`config.mk`:
```
export PLATFORM = sky130hd
export DESIGN_NAME = riscv_run_monitor_flat
export DESIGN_NICKNAME = d
export VERILOG_FILES = /design/src/rtl/riscv_run_monitor_if.sv /design/src/rtl/riscv_run_monitor.sv /design/src/flat_wrapper.sv
export SDC_FILE = /design/constraint.sdc
export NUM_CORES = 1
export LEC_CHECK = 0
export CAP_MARGIN = 20
export CORE_MARGIN = 2
export CORE_UTILIZATION = 50
export DETAILED_ROUTE_END_ITERATION = 12
export GPL_TIMING_DRIVEN = 0
export MAX_ROUTING_LAYER = met4
export PLACE_DENSITY_LB_ADDON = 0.3
export SLEW_MARGIN = 20
export SYNTH_ARGS = -nofsm -noshare
export SYNTH_HDL_FRONTEND = slang
export SYNTH_SLANG_ARGS = --single-unit
```
`constraint.sdc`:
```
create_clock -name clk -period 5.46 [get_ports clk]
set_clock_uncertainty 0.15 [all_clocks]
set_input_delay 1.092 -clock clk [delete_from_list [all_inputs] [get_ports clk]]
set_output_delay 1.092 -clock clk [all_outputs]
set_load 0.1 [all_outputs]
```
`src/rtl/riscv_run_monitor_if.sv`:
```
// riscv_run_monitor_if
//   Bundles the signals exchanged between the run monitor and the
//   core/bench around it.
//   master : drives restart and the core observation signals
//            (pc, mem_we, mem_addr, mem_wdata); receives results.
//   slave  : the run monitor itself; observes the core, drives
//            core_rst_n, done, status, fail_code, cycle_count.
//   Protocol: there is no valid/ready pair here. restart is a one-cycle
//   pulse that is only acted on while the monitor is in DONE; all other
//   inputs are sampled every RUN cycle on the rising clock edge.
interface riscv_run_monitor_if #(
    parameter int ADDR_WIDTH = 32,
    parameter int DATA_WIDTH = 32,
    parameter int CNT_WIDTH  = 32
);
    logic                  restart;
    logic [ADDR_WIDTH-1:0] pc;
    logic                  mem_we;
    logic [ADDR_WIDTH-1:0] mem_addr;
    logic [DATA_WIDTH-1:0] mem_wdata;
    logic                  core_rst_n;
    logic                  done;
    logic [2:0]            status;
    logic [DATA_WIDTH-1:0] fail_code;
    logic [CNT_WIDTH-1:0]  cycle_count;

    modport master (
        output restart, pc, mem_we, mem_addr, mem_wdata,
        input  core_rst_n, done, status, fail_code, cycle_count
    );

    modport slave (
        input  restart, pc, mem_we, mem_addr, mem_wdata,
        output core_rst_n, done, status, fail_code, cycle_count
    );
endinterface

```
`src/rtl/riscv_run_monitor.sv`:
```
// riscv_run_monitor
//   Run controller for the single-cycle RISC-V core. Holds the core in
//   reset for RST_CYCLES cycles, then counts RUN cycles while watching the
//   data-memory write port for a store to TOHOST_ADDR. A run also ends on
//   cycle-budget timeout or when the PC stays unchanged for HANG_CYCLES
//   consecutive cycles. On termination the core is put back into reset and
//   a status code is held until restart.
// Ports
//   clk        : system clock, rising edge
//   rst        : asynchronous active-low reset
//   bus        : slave side of riscv_run_monitor_if (restart, pc, mem_*
//                in; core_rst_n, done, status, fail_code, cycle_count out)
//   state_dbg  : current FSM state (0 HOLD, 1 RUN, 2 DONE)
module riscv_run_monitor #(
    parameter int                    ADDR_WIDTH  = 32,
    parameter int                    DATA_WIDTH  = 32,
    parameter int                    CNT_WIDTH   = 32,
    parameter int                    RST_CYCLES  = 2,
    parameter int                    MAX_CYCLES  = 1024,
    parameter int                    HANG_CYCLES = 16,
    parameter logic [ADDR_WIDTH-1:0] TOHOST_ADDR = 32'h00000FF0
) (
    input  logic               clk,
    input  logic               rst,
    riscv_run_monitor_if.slave bus,
    output logic [1:0]         state_dbg
);

    localparam logic [1:0] S_HOLD = 2'd0;
    localparam logic [1:0] S_RUN  = 2'd1;
    localparam logic [1:0] S_DONE = 2'd2;

    localparam logic [2:0] ST_RUNNING = 3'd0;
    localparam logic [2:0] ST_PASS    = 3'd1;
    localparam logic [2:0] ST_FAIL    = 3'd2;
    localparam logic [2:0] ST_TIMEOUT = 3'd3;
    localparam logic [2:0] ST_HANG    = 3'd4;

    localparam int HOLD_W = (RST_CYCLES > 1) ? $clog2(RST_CYCLES) : 1;
    localparam logic [HOLD_W-1:0]    HOLD_LAST = HOLD_W'(RST_CYCLES - 1);
    localparam logic [CNT_WIDTH-1:0] CNT_LAST  = CNT_WIDTH'(MAX_CYCLES - 1);
    // With HANG_CYCLES == 0 this wraps to all-ones, but hang detection is
    // disabled in that case so the value is never used.
    localparam logic [CNT_WIDTH-1:0] HANG_LAST = CNT_WIDTH'(HANG_CYCLES - 1);
    localparam logic [CNT_WIDTH-1:0] CNT_MAX   = {CNT_WIDTH{1'b1}};

    logic [1:0]            state_q,      state_n;
    logic [HOLD_W-1:0]     hold_cnt_q,   hold_cnt_n;
    logic                  core_rst_n_q, core_rst_n_n;
    logic                  done_q,       done_n;
    logic [2:0]            status_q,     status_n;
    logic [DATA_WIDTH-1:0] fail_code_q,  fail_code_n;
    logic [CNT_WIDTH-1:0]  cycle_cnt_q,  cycle_cnt_n;
    logic [CNT_WIDTH-1:0]  hang_cnt_q,   hang_cnt_n;
    logic [ADDR_WIDTH-1:0] pc_q,         pc_n;
    // pc_q holds nothing meaningful until one RUN cycle has registered it.
    logic                  pc_valid_q,   pc_valid_n;

    logic                  tohost_hit;
    logic                  timeout_hit;
    logic                  pc_same;
    logic                  hang_hit;
    logic                  terminate;
    logic [CNT_WIDTH-1:0]  cycle_cnt_inc;
    logic [CNT_WIDTH-1:0]  hang_cnt_inc;

    always_comb begin
        tohost_hit    = bus.mem_we && (bus.mem_addr == TOHOST_ADDR);
        timeout_hit   = (cycle_cnt_q == CNT_LAST);
        pc_same       = pc_valid_q && (bus.pc == pc_q);
        hang_hit      = (HANG_CYCLES != 0) && (hang_cnt_q == HANG_LAST) && pc_same;
        terminate     = tohost_hit || timeout_hit || hang_hit;
        // Both counters saturate rather than wrap.
        cycle_cnt_inc = (cycle_cnt_q == CNT_MAX) ? cycle_cnt_q : cycle_cnt_q + 1'b1;
        hang_cnt_inc  = (hang_cnt_q == CNT_MAX) ? hang_cnt_q : hang_cnt_q + 1'b1;
    end

    always_comb begin
        state_n      = state_q;
        hold_cnt_n   = hold_cnt_q;
        core_rst_n_n = core_rst_n_q;
        done_n       = done_q;
        status_n     = status_q;
        fail_code_n  = fail_code_q;
        cycle_cnt_n  = cycle_cnt_q;
        hang_cnt_n   = hang_cnt_q;
        pc_n         = pc_q;
        pc_valid_n   = pc_valid_q;

        case (state_q)
            S_HOLD: begin
                core_rst_n_n = 1'b0;
                pc_valid_n   = 1'b0;
                hang_cnt_n   = '0;
                if (hold_cnt_q == HOLD_LAST) begin
                    state_n      = S_RUN;
                    core_rst_n_n = 1'b1;
                    hold_cnt_n   = '0;
                end else begin
                    hold_cnt_n = hold_cnt_q + 1'b1;
                end
            end

            S_RUN: begin
                cycle_cnt_n = cycle_cnt_inc;
                pc_n        = bus.pc;
                pc_valid_n  = 1'b1;
                hang_cnt_n  = pc_same ? hang_cnt_inc : '0;

                // Priority: tohost store, then timeout, then hang.
                if (tohost_hit) begin
                    if (bus.mem_wdata == DATA_WIDTH'(1)) begin
                        status_n = ST_PASS;
                    end else begin
                        status_n    = ST_FAIL;
                        fail_code_n = bus.mem_wdata >> 1;
                    end
                end else if (timeout_hit) begin
                    status_n = ST_TIMEOUT;
                end else if (hang_hit) begin
                    status_n = ST_HANG;
                end

                if (terminate) begin
                    state_n      = S_DONE;
                    done_n       = 1'b1;
                    core_rst_n_n = 1'b0;
                end
            end

            S_DONE: begin
                if (bus.restart) begin
                    state_n     = S_HOLD;
                    done_n      = 1'b0;
                    status_n    = ST_RUNNING;
                    fail_code_n = '0;
                    cycle_cnt_n = '0;
                    hang_cnt_n  = '0;
                    hold_cnt_n  = '0;
                    pc_valid_n  = 1'b0;
                end
            end

            default: begin
                state_n      = S_HOLD;
                core_rst_n_n = 1'b0;
                hold_cnt_n   = '0;
            end
        endcase
    end

    always_ff @(posedge clk or negedge rst) begin
        if (!rst) begin
            state_q      <= S_HOLD;
            hold_cnt_q   <= '0;
            core_rst_n_q <= 1'b0;
            done_q       <= 1'b0;
            status_q     <= ST_RUNNING;
            fail_code_q  <= '0;
            cycle_cnt_q  <= '0;
            hang_cnt_q   <= '0;
            pc_q         <= '0;
            pc_valid_q   <= 1'b0;
        end else begin
            state_q      <= state_n;
            hold_cnt_q   <= hold_cnt_n;
            core_rst_n_q <= core_rst_n_n;
            done_q       <= done_n;
            status_q     <= status_n;
            fail_code_q  <= fail_code_n;
            cycle_cnt_q  <= cycle_cnt_n;
            hang_cnt_q   <= hang_cnt_n;
            pc_q         <= pc_n;
            pc_valid_q   <= pc_valid_n;
        end
    end

    assign bus.core_rst_n  = core_rst_n_q;
    assign bus.done        = done_q;
    assign bus.status      = status_q;
    assign bus.fail_code   = fail_code_q;
    assign bus.cycle_count = cycle_cnt_q;
    assign state_dbg       = state_q;

endmodule

```
`src/flat_wrapper.sv`:
```
// flat-port wrapper written by rule: the top's interface ports become plain ports
module riscv_run_monitor_flat 
#(
    parameter int                    ADDR_WIDTH  = 32,
    parameter int                    DATA_WIDTH  = 32,
    parameter int                    CNT_WIDTH   = 32,
    parameter int                    RST_CYCLES  = 2,
    parameter int                    MAX_CYCLES  = 1024,
    parameter int                    HANG_CYCLES = 16,
    parameter logic [ADDR_WIDTH-1:0] TOHOST_ADDR = 32'h00000FF0
)
  (clk, rst, state_dbg, bus_restart, bus_pc, bus_mem_we, bus_mem_addr, bus_mem_wdata, bus_core_rst_n, bus_done, bus_status, bus_fail_code, bus_cycle_count);
  riscv_run_monitor_if #(.ADDR_WIDTH(ADDR_WIDTH), .DATA_WIDTH(DATA_WIDTH), .CNT_WIDTH(CNT_WIDTH)) bus_i ();
  input  logic clk;
  input  logic rst;
  output logic [1:0] state_dbg;
  input wire logic [$bits(bus_i.restart)-1:0] bus_restart;
  input wire logic [$bits(bus_i.pc)-1:0] bus_pc;
  input wire logic [$bits(bus_i.mem_we)-1:0] bus_mem_we;
  input wire logic [$bits(bus_i.mem_addr)-1:0] bus_mem_addr;
  input wire logic [$bits(bus_i.mem_wdata)-1:0] bus_mem_wdata;
  output wire logic [$bits(bus_i.core_rst_n)-1:0] bus_core_rst_n;
  output wire logic [$bits(bus_i.done)-1:0] bus_done;
  output wire logic [$bits(bus_i.status)-1:0] bus_status;
  output wire logic [$bits(bus_i.fail_code)-1:0] bus_fail_code;
  output wire logic [$bits(bus_i.cycle_count)-1:0] bus_cycle_count;
  assign bus_i.restart = bus_restart;
  assign bus_i.pc = bus_pc;
  assign bus_i.mem_we = bus_mem_we;
  assign bus_i.mem_addr = bus_mem_addr;
  assign bus_i.mem_wdata = bus_mem_wdata;
  assign bus_core_rst_n = bus_i.core_rst_n;
  assign bus_done = bus_i.done;
  assign bus_status = bus_i.status;
  assign bus_fail_code = bus_i.fail_code;
  assign bus_cycle_count = bus_i.cycle_count;
  riscv_run_monitor #(.ADDR_WIDTH(ADDR_WIDTH), .DATA_WIDTH(DATA_WIDTH), .CNT_WIDTH(CNT_WIDTH), .RST_CYCLES(RST_CYCLES), .MAX_CYCLES(MAX_CYCLES), .HANG_CYCLES(HANG_CYCLES), .TOHOST_ADDR(TOHOST_ADDR)) u_core (.clk(clk), .rst(rst), .bus(bus_i), .state_dbg(state_dbg));
endmodule
```
* Word level (Yosys, flattened, before mapping)
Cells that the tools add are included.
Storage, ports and cells: register bits 137, bits in latches 0, RAM bits 0, memory bits (read-only) 0, bits of input ports 100, output and inout bits 71, word-level logic and storage cells 77, memories kept 0
Cells by class: add/sub/neg operators 3, $mul 0, div/mod/pow operators 0, order comparisons 0, equal/unequal tests 17, shift operators 0, muxes and demuxes 28, bitwise gates (word level) 2, reduce and logical (&&, ||, !) cells 17
Operator list (count):
- $mux W32 | 6
- $pmux W32 S2 | 2
- $pmux W32 S3 | 1
- $add A32 B1 Y32 const B | 2
- $eq A32 B32 Y1 const B | 2
- $eq A32 B1 Y1 const B | 1
- $eq A32 B10 Y1 const B | 1
- $eq A32 B12 Y1 const B | 1
- $eq A32 B32 Y1 | 1
- $eq A32 B4 Y1 const B | 1
- $reduce_and A3 Y1 | 5
- $mux W3 | 4
- $pmux W1 S3 | 3
- $mux W2 | 4
- $ne A2 B1 Y1 const B | 3
- $ne A2 B2 Y1 const B | 3
- $pmux W2 S3 | 1
- $pmux W3 S2 | 1
- $reduce_and A2 Y1 | 3
- $mux W1 | 5
- $ne A4 B1 Y1 const B | 1
- $reduce_and A4 Y1 | 1
- $logic_and A1 B1 Y1 | 3
- $ne A3 B3 Y1 const B | 1
- other kinds (9) | 11

* Depth between registers and ports, before layout
Gate-level depths: netlist of run 1.
depth in word-level cells 7, gate-level depth with buffers 11, mapped depth without buffers 9

* Least setup slack after synthesis of run 1
No wires, ideal clock.
path type register to register, start point reg u_core.state_q[1], in the netlist u_core.state_dbg[1], end point reg u_core.cycle_cnt_q[22], in the netlist u_core.bus.cycle_count[22], library setup time 74 ps, data arrival time 2763 ps, required time 5236 ps, slack 2473 ps, cell stages (with the launch flop) 9, buffers on the path 1, period minus slack after synthesis 2987 ps, cells stage by stage dfrtp_1 ha_1 clkbuf_1 a21boi_1 nand2b_1 a21oi_1 nand4_1 xor2_1 nor2_1
On the way: cells in the longest elaborated chain, start to end 3, elaborated cells on any way between the ends 7, classes of those cells 4 x eq/ne; 1 x mux; 2 x reduce/logical
RTL lines:
- start, declared | line riscv_run_monitor.sv:47 | logic [1:0] state_q, state_n;
- start signal, assigned | line riscv_run_monitor.sv:165 | state_q <= state_n;
- $eq A2 B1 Y1 / $eq A2 B2 Y1 (equally long branches) | line riscv_run_monitor.sv:90 | case (state_q)
- $ne A2 B2 Y1 (no line) / $reduce_bool A2 Y1 (equally long branches)
- $reduce_and A3 Y1 (no line)
- end signal, assigned | line riscv_run_monitor.sv:171 | cycle_cnt_q <= cycle_cnt_n;
- end, declared | line riscv_run_monitor.sv:53 | logic [CNT_WIDTH-1:0] cycle_cnt_q, cycle_cnt_n;
Parallel ways exist; a longest one is shown, timed or not. A chain may end at the register's enable or synchronous reset.

* Worst setup path in the final report of run 1
start point in bus_pc[23], end point reg u_core.hang_cnt_q[27]
On the way: cells in the longest elaborated chain, start to end 4, elaborated cells on any way between the ends 6, classes of those cells 2 x eq/ne; 2 x mux; 2 x reduce/logical
RTL lines:
- start, declared | line flat_wrapper.sv:18 | input wire logic [$bits(bus_i.pc)-1:0] bus_pc;
- $eq A32 B32 Y1 (*) | line riscv_run_monitor.sv:70 | pc_same = pc_valid_q && (bus.pc == pc_q);
- $logic_and A1 B1 Y1 (*) | line riscv_run_monitor.sv:70
- $ne A3 B3 Y1 (no line) / $mux W32 (equally long branches)
- $reduce_and A3 Y1 (no line) / $pmux W32 S3 (equally long branches)
- end signal, assigned | line riscv_run_monitor.sv:172 | hang_cnt_q <= hang_cnt_n;
- end, declared | line riscv_run_monitor.sv:54 | logic [CNT_WIDTH-1:0] hang_cnt_q, hang_cnt_n;
Every way passes the cells marked *; elsewhere a longest branch is shown, timed or not.

==> metrics, run 1 <==
Die Area 15,200 um^2; Fin. Hold Viols 0; antenna-violating nets left 0; cell taking the most area after synthesis dfrtp_1; Worst EP arrival 3.73 ns; post-synth net total 859; peak supply drop 0.283 mV; Tmin final 3.53 ns; most frequent cell after synthesis dfrtp_1; Switching Share 46.4%; EDFF count, synth 0; Main synth FF type dfrtp_1; actual slew at the worst max-slew pin 1.04 ns; Clock Power Share 23.3%; CTS clk-pin slew, worst paths 0.06 ns; Synth-to-Final Area Change 36.5%; CTS resizes 0; WP data required 5.66 ns; Switch Pwr 2.47 mW; power share of the sequential group 28.7%; ys async rst share 100%; layout cells sized above 1 9.11%; CP max stage delay 0.53 ns; final hold slack 0.326 ns; initial antenna violation count 0; CP dominant cell by count nand4_1; clock sink total 136; max cap viols 0; first-pass GRT wire length 31,100 um; number of synthesized register bits 136; crit-path max FO 10; metal3 WL 1300 um; routed metal-1 wirelength 8120 um; RSZ-0062 raised after global routing false; nets 1,048; met2 WL 9340 um; Ys Warns 0; CP Class in2reg; worst skew pair latency 0.43 ns; CTS tree built; DRC viols 0; leak pwr 3.98 nW; final setup fails 0; gr ovfl total 0; Synth top area share 48.0%; top cells by count, synth dfrtp_1 (136), nand2_1 (123), o21ai_0 (67), nor2_1 (49), xnor2_1 (43); DP HPWL 13,600 um; pin count of the biggest net entering global routing 83; Die W 123 um; H-Tree Depth 4; Tot Pwr 5.32 mW; final wirelength 19,100 um; port bufs 169; Ant. Diodes 0; Comb power frac 48.0%; DR top layer met4; top post-synthesis cells by area dfrtp_1 (48%), nand2_1 (6.5%), xnor2_1 (5.3%); setup bufs post-CTS 0; pins over their slew limit 0; Post-Syn Area 7100 um^2; Yosys cell types 61; Iter 0 DRT Violations 609; GPL Wtd Cong 0.936; via count 6,545; Mean Syn Cell Area 9.42 um^2; Crit. End Element flip-flop; Fillers 1,045; vias in the first global route 6,398; worst hold path class reg2reg; internal power 2.85 mW; cell chain of the critical path clkdlybuf4s50_1 -> xnor2_1 -> nand4_1 -> nor4_2 -> nand4_1 -> and2_1 -> clkbuf_1 -> buf_2 -> nor2_1; Die Ht 123 um; row count 43; Slew HR 30.2%; Slowest cell on crit path clkdlybuf4s50_1; total track usage 27.0%; Startpoint Class input port; maximum buffer depth of the clock tree 2; final period utilization 64.7%; hold buffer count at cts 0; post-synthesis sequential area ratio 48.0%; Pre-antenna DRT Iters 8; outcome finished clean; TritonCTS Buffers 17; Post-Syn Instances 753; Starting Density 51.1%; clock root cell clkbuf_16; Max Freq 0.283 GHz; Via density 5.77; Pwr per Cell Area 549 nW/um^2; DR WL/cell 16.8 um; core area 13,900 um^2; IO Pins 171
-- sequential cells by signal, indices dropped and copies added (netlist names) --
signal and flops:
u_core.pc_q 32, u_core.bus.cycle_count 32, u_core.hang_cnt_q 32, u_core.bus.status 3, u_core.bus.core_rst_n 1, u_core.bus.fail_code 31
u_core.hold_cnt_q 1, u_core.pc_valid_q 1, u_core.state_dbg 2, u_core.bus.done 1
-- critical path: cells and delay by family --
| kind | cells | cell delay (ns) |
|---|---|---|
| simple gates | 5 | 1.43 |
| buf+inv | 3 | 1.05 |
| xor+xnor | 1 | 0.15 |
-- layout make-up --
type | count | area [um^2] | area share, %
well taps | 180 | 225 | 2.33
plain buffers | 32 | 148 | 1.52
clock buffers | 21 | 470 | 4.86
multi-input cells | 574 | 3500 | 36.2
repair buffers | 170 | 1720 | 17.8
flip-flops and latches | 136 | 3400 | 35.1
clock inverters | 11 | 170 | 1.76
inverters | 11 | 41.3 | 0.426
-- power groups by stage --
stage / clock network, mW / logic [mW] / registers (mW)
2_1_floorplan: 0 / 0.745 / 2.68
3_3_place_gp: 0 / 2.51 / 1.53
3_5_place_dp: 0 / 2.55 / 1.55
4_1_cts: 1.25 / 2.56 / 1.53
5_1_grt: 1.29 / 2.71 / 1.57
6_report: 1.24 / 2.55 / 1.53
-- metrics by stage --
stage	setup slack [ns]	TNS (ns)	util [%]	area, um^2	cells
2_1_floorplan	2.47	0	-	7100	753
3_3_place_gp	-2.38	-322.83	64.9	9010	1102
3_5_place_dp	1.52	0	65.2	9040	1103
4_1_cts	1.94	0	69.8	9690	1135
5_1_grt	1.73	0	69.8	9690	1135
6_report	1.93	0	69.8	9690	1135
-- layout by cell type, fill, tap and decap left out, drive strengths merged, types with 24 or more instances in the layout --
master | netlist | final
a21oi | 24 | 24
clkdlybuf4s50 | 0 | 168
nand2 | 123 | 123
nor4 | 33 | 33
xnor2 | 43 | 43
nand4 | 31 | 31
mux2 | 31 | 31
clkbuf | 24 | 45
nand3 | 26 | 26
o21ai | 69 | 69
nor3 | 27 | 27
nor2 | 49 | 49
dfrtp | 136 | 136
-- metal layers --
| metal | GRT usage (%) | vias up |
|---|---|---|
| li1 | - | 3089 |
| met1 | 34.4 | 3147 |
| met2 | 43.1 | 272 |
| met3 | 6.27 | 37 |
| met4 | 8.24 | 0 |
| met5 | - | - |
-- path summary, 6_finish.rpt --
| kind | start | endpoint | slack [ns] | cells after the start |
|---|---|---|---|---|
| max | bus_pc[23] | u_core.hang_cnt_q[27]$_DFFE_PN0P_ | 1.93 | 9 |
| min in group asynchronous | rst | u_core.hang_cnt_q[17]$_DFFE_PN0P_ | 0.43 | 1 |
| min reg2reg | u_core.bus.fail_code[9]$_DFFE_PN0P_ | u_core.bus.fail_code[9]$_DFFE_PN0P_ | 0.33 | 2 |
| max reg2reg | u_core.state_dbg[0]$_DFFE_PN0P_ | u_core.hang_cnt_q[27]$_DFFE_PN0P_ | 2.52 | 10 |
| max in group asynchronous | rst | u_core.bus.fail_code[3]$_DFFE_PN0P_ | 4.00 | 2 |
| min | u_core.bus.fail_code[9]$_DFFE_PN0P_ | u_core.bus.fail_code[9]$_DFFE_PN0P_ | 0.33 | 2 |
-- kinds of logic (layout without fill, tap and decap cells) --
| kind of cell | count (synthesis) | after routing | share of synthesized area, % |
|---|---|---|---|
| fa+ha+maj | 6 | 6 | 1.06 |
| other cells | 1 | 1 | 0.0528 |
| simple gates | 348 | 348 | 25.0 |
| buf+inv | 43 | 245 | 2.66 |
| compound gates | 128 | 128 | 10.9 |
| mux | 34 | 34 | 5.34 |
| flops | 136 | 136 | 48.0 |
| xor+xnor | 57 | 57 | 7.04 |
(Power assumes the default switching activity.)
==> inputs of run 2 (changes only) <==
Settings changed: CORE_UTILIZATION 50 to 45.
Clock period 5.46 ns to 3.1 ns, I/O delays scaled along.
==> run 2 against run 1 <==
  * Register-to-register slack worse by 2.2 ns
  * Utilization down 6.3 points
  * Cell count rose by 2.9%
  * Non-clock buffer count rose by 2
  * Wire length fell by 3.4%
  * Hold slack worse by 0.00061 ns
  * Sequential cell count unchanged
  * First-iteration DRC count is 16% lower
  * Clock power grew 63%
  * Worst setup slack got worse by 1.7 ns
  * Combinational power grew 76%
  * Design area increased by 0.32%
==> metrics, run 2 (synthesized netlist as in run 1, its figures left out) <==
outcome finished clean; Tot Pwr 9.19 mW (+73%); pins over their slew limit 0 (unchanged); DP HPWL 13,400 um (-1.1%); crit-path max FO 9 (-1); H-Tree Depth 4 (unchanged); CTS clk-pin slew, worst paths 0.06 ns (about the same); Crit. End Element primary output; final wirelength 18,500 um (-3.4%); port bufs 169 (unchanged); Slowest cell on crit path clkdlybuf4s50_1; peak supply drop 0.624 mV (+120%); CP max stage delay 1.19 ns (+0.66 ns); Pre-antenna DRT Iters 6 (-2); DR WL/cell 15.8 um (-6.1%); Placed Cells 1,134 (+2.8%); Clock Power Share 21.9% (-1.4 points); CP Class reg2out; cell chain of the critical path clkdlybuf4s50_1; Die W 130 um (+5.2%); leak pwr 4.00 nW (+0.61%); Switching Share 47.0% (+0.67 points); vias in the first global route 5,995 (-6.3%); R2R setup slack 0.31 ns (-2.21 ns); CP Buf/Inv Count 1 (-2); core area 15,300 um^2 (+10%); GPL Wtd Cong 0.876 (-6.5%); Ant. Diodes 0 (unchanged); final hold slack 0.326 ns (-0.000607 ns); Die Ht 130 um (+5.2%); first-pass GRT wire length 29,900 um (-3.6%); Hold Path Depth 2 (unchanged); Starting Density 46.3% (-4.8 points); Top Family by Delay on Critical Path buffers and inverters; Fin. Hold Viols 0 (unchanged); Tmin final 2.88 ns; initial antenna violation count 0 (unchanged); instance count on the critical path 1 (-8); worst r2r src u_core.state_dbg[0]$_DFFE_PN0P_; pin count of the biggest net entering global routing 96 (+16%); Comb power frac 48.8% (+0.8 points); DRC viols 0 (unchanged); actual slew at the worst max-slew pin 1.04 ns (-0.00292 ns); worst skew pair latency 0.42 ns (about the same); hold_sp u_core.bus.fail_code[25]$_DFFE_PN0P_; Iter 0 DRT Violations 511 (-16%); internal power 4.87 mW (+70%); power share of the sequential group 29.2% (+0.5 points); RSZ-0062 raised after global routing false; max cap viols 0 (unchanged); CTS tree built; Worst EP arrival 2.11 ns (-1.62 ns); clock sink total 136 (unchanged); most frequent cells in the layout clkdlybuf4s50_1 (168), dfrtp_1 (136), nand2_1 (123), o21ai_0 (67), nor2_1 (49); nets 1,050 (+0.19%); Synth-to-Final Area Change 36.9%; Pwr per Cell Area 945 nW/um^2 (+72%); via count 6,411 (-2.0%); maximum buffer depth of the clock tree 2 (unchanged); final setup fails 0 (unchanged); most common cell after layout, fill and taps aside clkdlybuf4s50_1; clock root cell clkbuf_16; Critical path origin u_core.bus.cycle_count[17]$_DFFE_PN0P_; Reg2Reg Depth 10 (unchanged); Die Area 16,800 um^2 (+11%); gr ovfl total 0 (unchanged); Via density 5.49 (-4.8%); WP data required 2.33 ns (-3.33 ns); Max Freq 0.347 GHz; total track usage 23.3% (-3.7 points); row count 45 (+4.7%); post-route non-filler standard cell count 1,168 (+2.9%); Startpoint Class flip-flop; IO Pins 171 (unchanged); antenna-violating nets left 0 (unchanged); Switch Pwr 4.32 mW (+75%); r2r endpoint u_core.hang_cnt_q[28]$_DFFE_PN0P_; CP Capture Point bus_cycle_count[17]; layout cells sized above 1 9.61% (+0.50 points); worst hold path class reg2reg; final period utilization 93.0%; TritonCTS Buffers 17 (unchanged); Slew HR 30.3% (+0.20 points)
## run 2: power groups by stage
stage | clock [mW] | combinational, mW | sequential [mW]
after global routing | 2.13 | 4.75 | 2.75
after floorplan | 0 | 1.31 | 4.72
final | 2.02 | 4.49 | 2.68
after CTS | 2.04 | 4.50 | 2.68
after detailed placement | 0 | 4.48 | 2.71
after global placement | 0 | 4.44 | 2.69
## run 2: metal layers
| layer | up-vias | global-route usage (%) | wire length, um |
|---|---|---|---|
| met2 | 253 | 35.4 | 8600 |
| met5 | - | - | 0 |
| met1 | 3043 | 31.8 | 8370 |
| li1 | 3092 | - | - |
| met3 | 23 | 4.75 | 1240 |
| met4 | 0 | 6.77 | 260 |
## run 2: final cells by class
cell class / count / area, um^2
plain buffers: 32 / 151
clock buffers: 21 / 470
clock inverters: 11 / 120
fillers: 1292 / 5600
inverters: 11 / 41.3
multi-input cells: 574 / 3520
flip-flops and latches: 136 / 3400
well taps: 211 / 264
repair buffers: 172 / 1740
## run 2: repair_timing
action                                 4_1_cts  5_1_grt
hold buffers                                 1        0
setup endpoints to repair                    0       57
resized for setup                            0        9
endpoints found under the hold margin       41        0
buffers inserted                             0        1
## run 2: metrics by stage
step | setup WS (ns) | util [%] | setup TNS [ns] | cell area (um^2)
2_1_floorplan | 0.113 | - | 0 | 7100
3_3_place_gp | -4.24 | 59.1 | -586.76 | 9050
5_1_grt | 0.0642 | 63.4 | 0 | 9720
6_report | 0.218 | 63.4 | 0 | 9720
4_1_cts | 0.0320 | 63.2 | 0 | 9680
3_5_place_dp | -0.377 | 59.3 | -16.09 | 9080
## run 2: how the worst min path moves through the flow
stage / to / slack (ns)
finish: u_core.bus.fail_code[25]$_DFFE_PN0P_ / 0.33
global route: u_core.bus.fail_code[10]$_DFFE_PN0P_ / 0.35
CTS: u_core.bus.fail_code[12]$_DFFE_PN0P_ / 0.33
detailed placement: u_core.bus.fail_code[12]$_DFFE_PN0P_ / 0.32
global placement: u_core.bus.fail_code[11]$_DFFE_PN0P_ / 0.31
floorplan: u_core.bus.core_rst_n$_DFFE_PN0P_ / 0.17
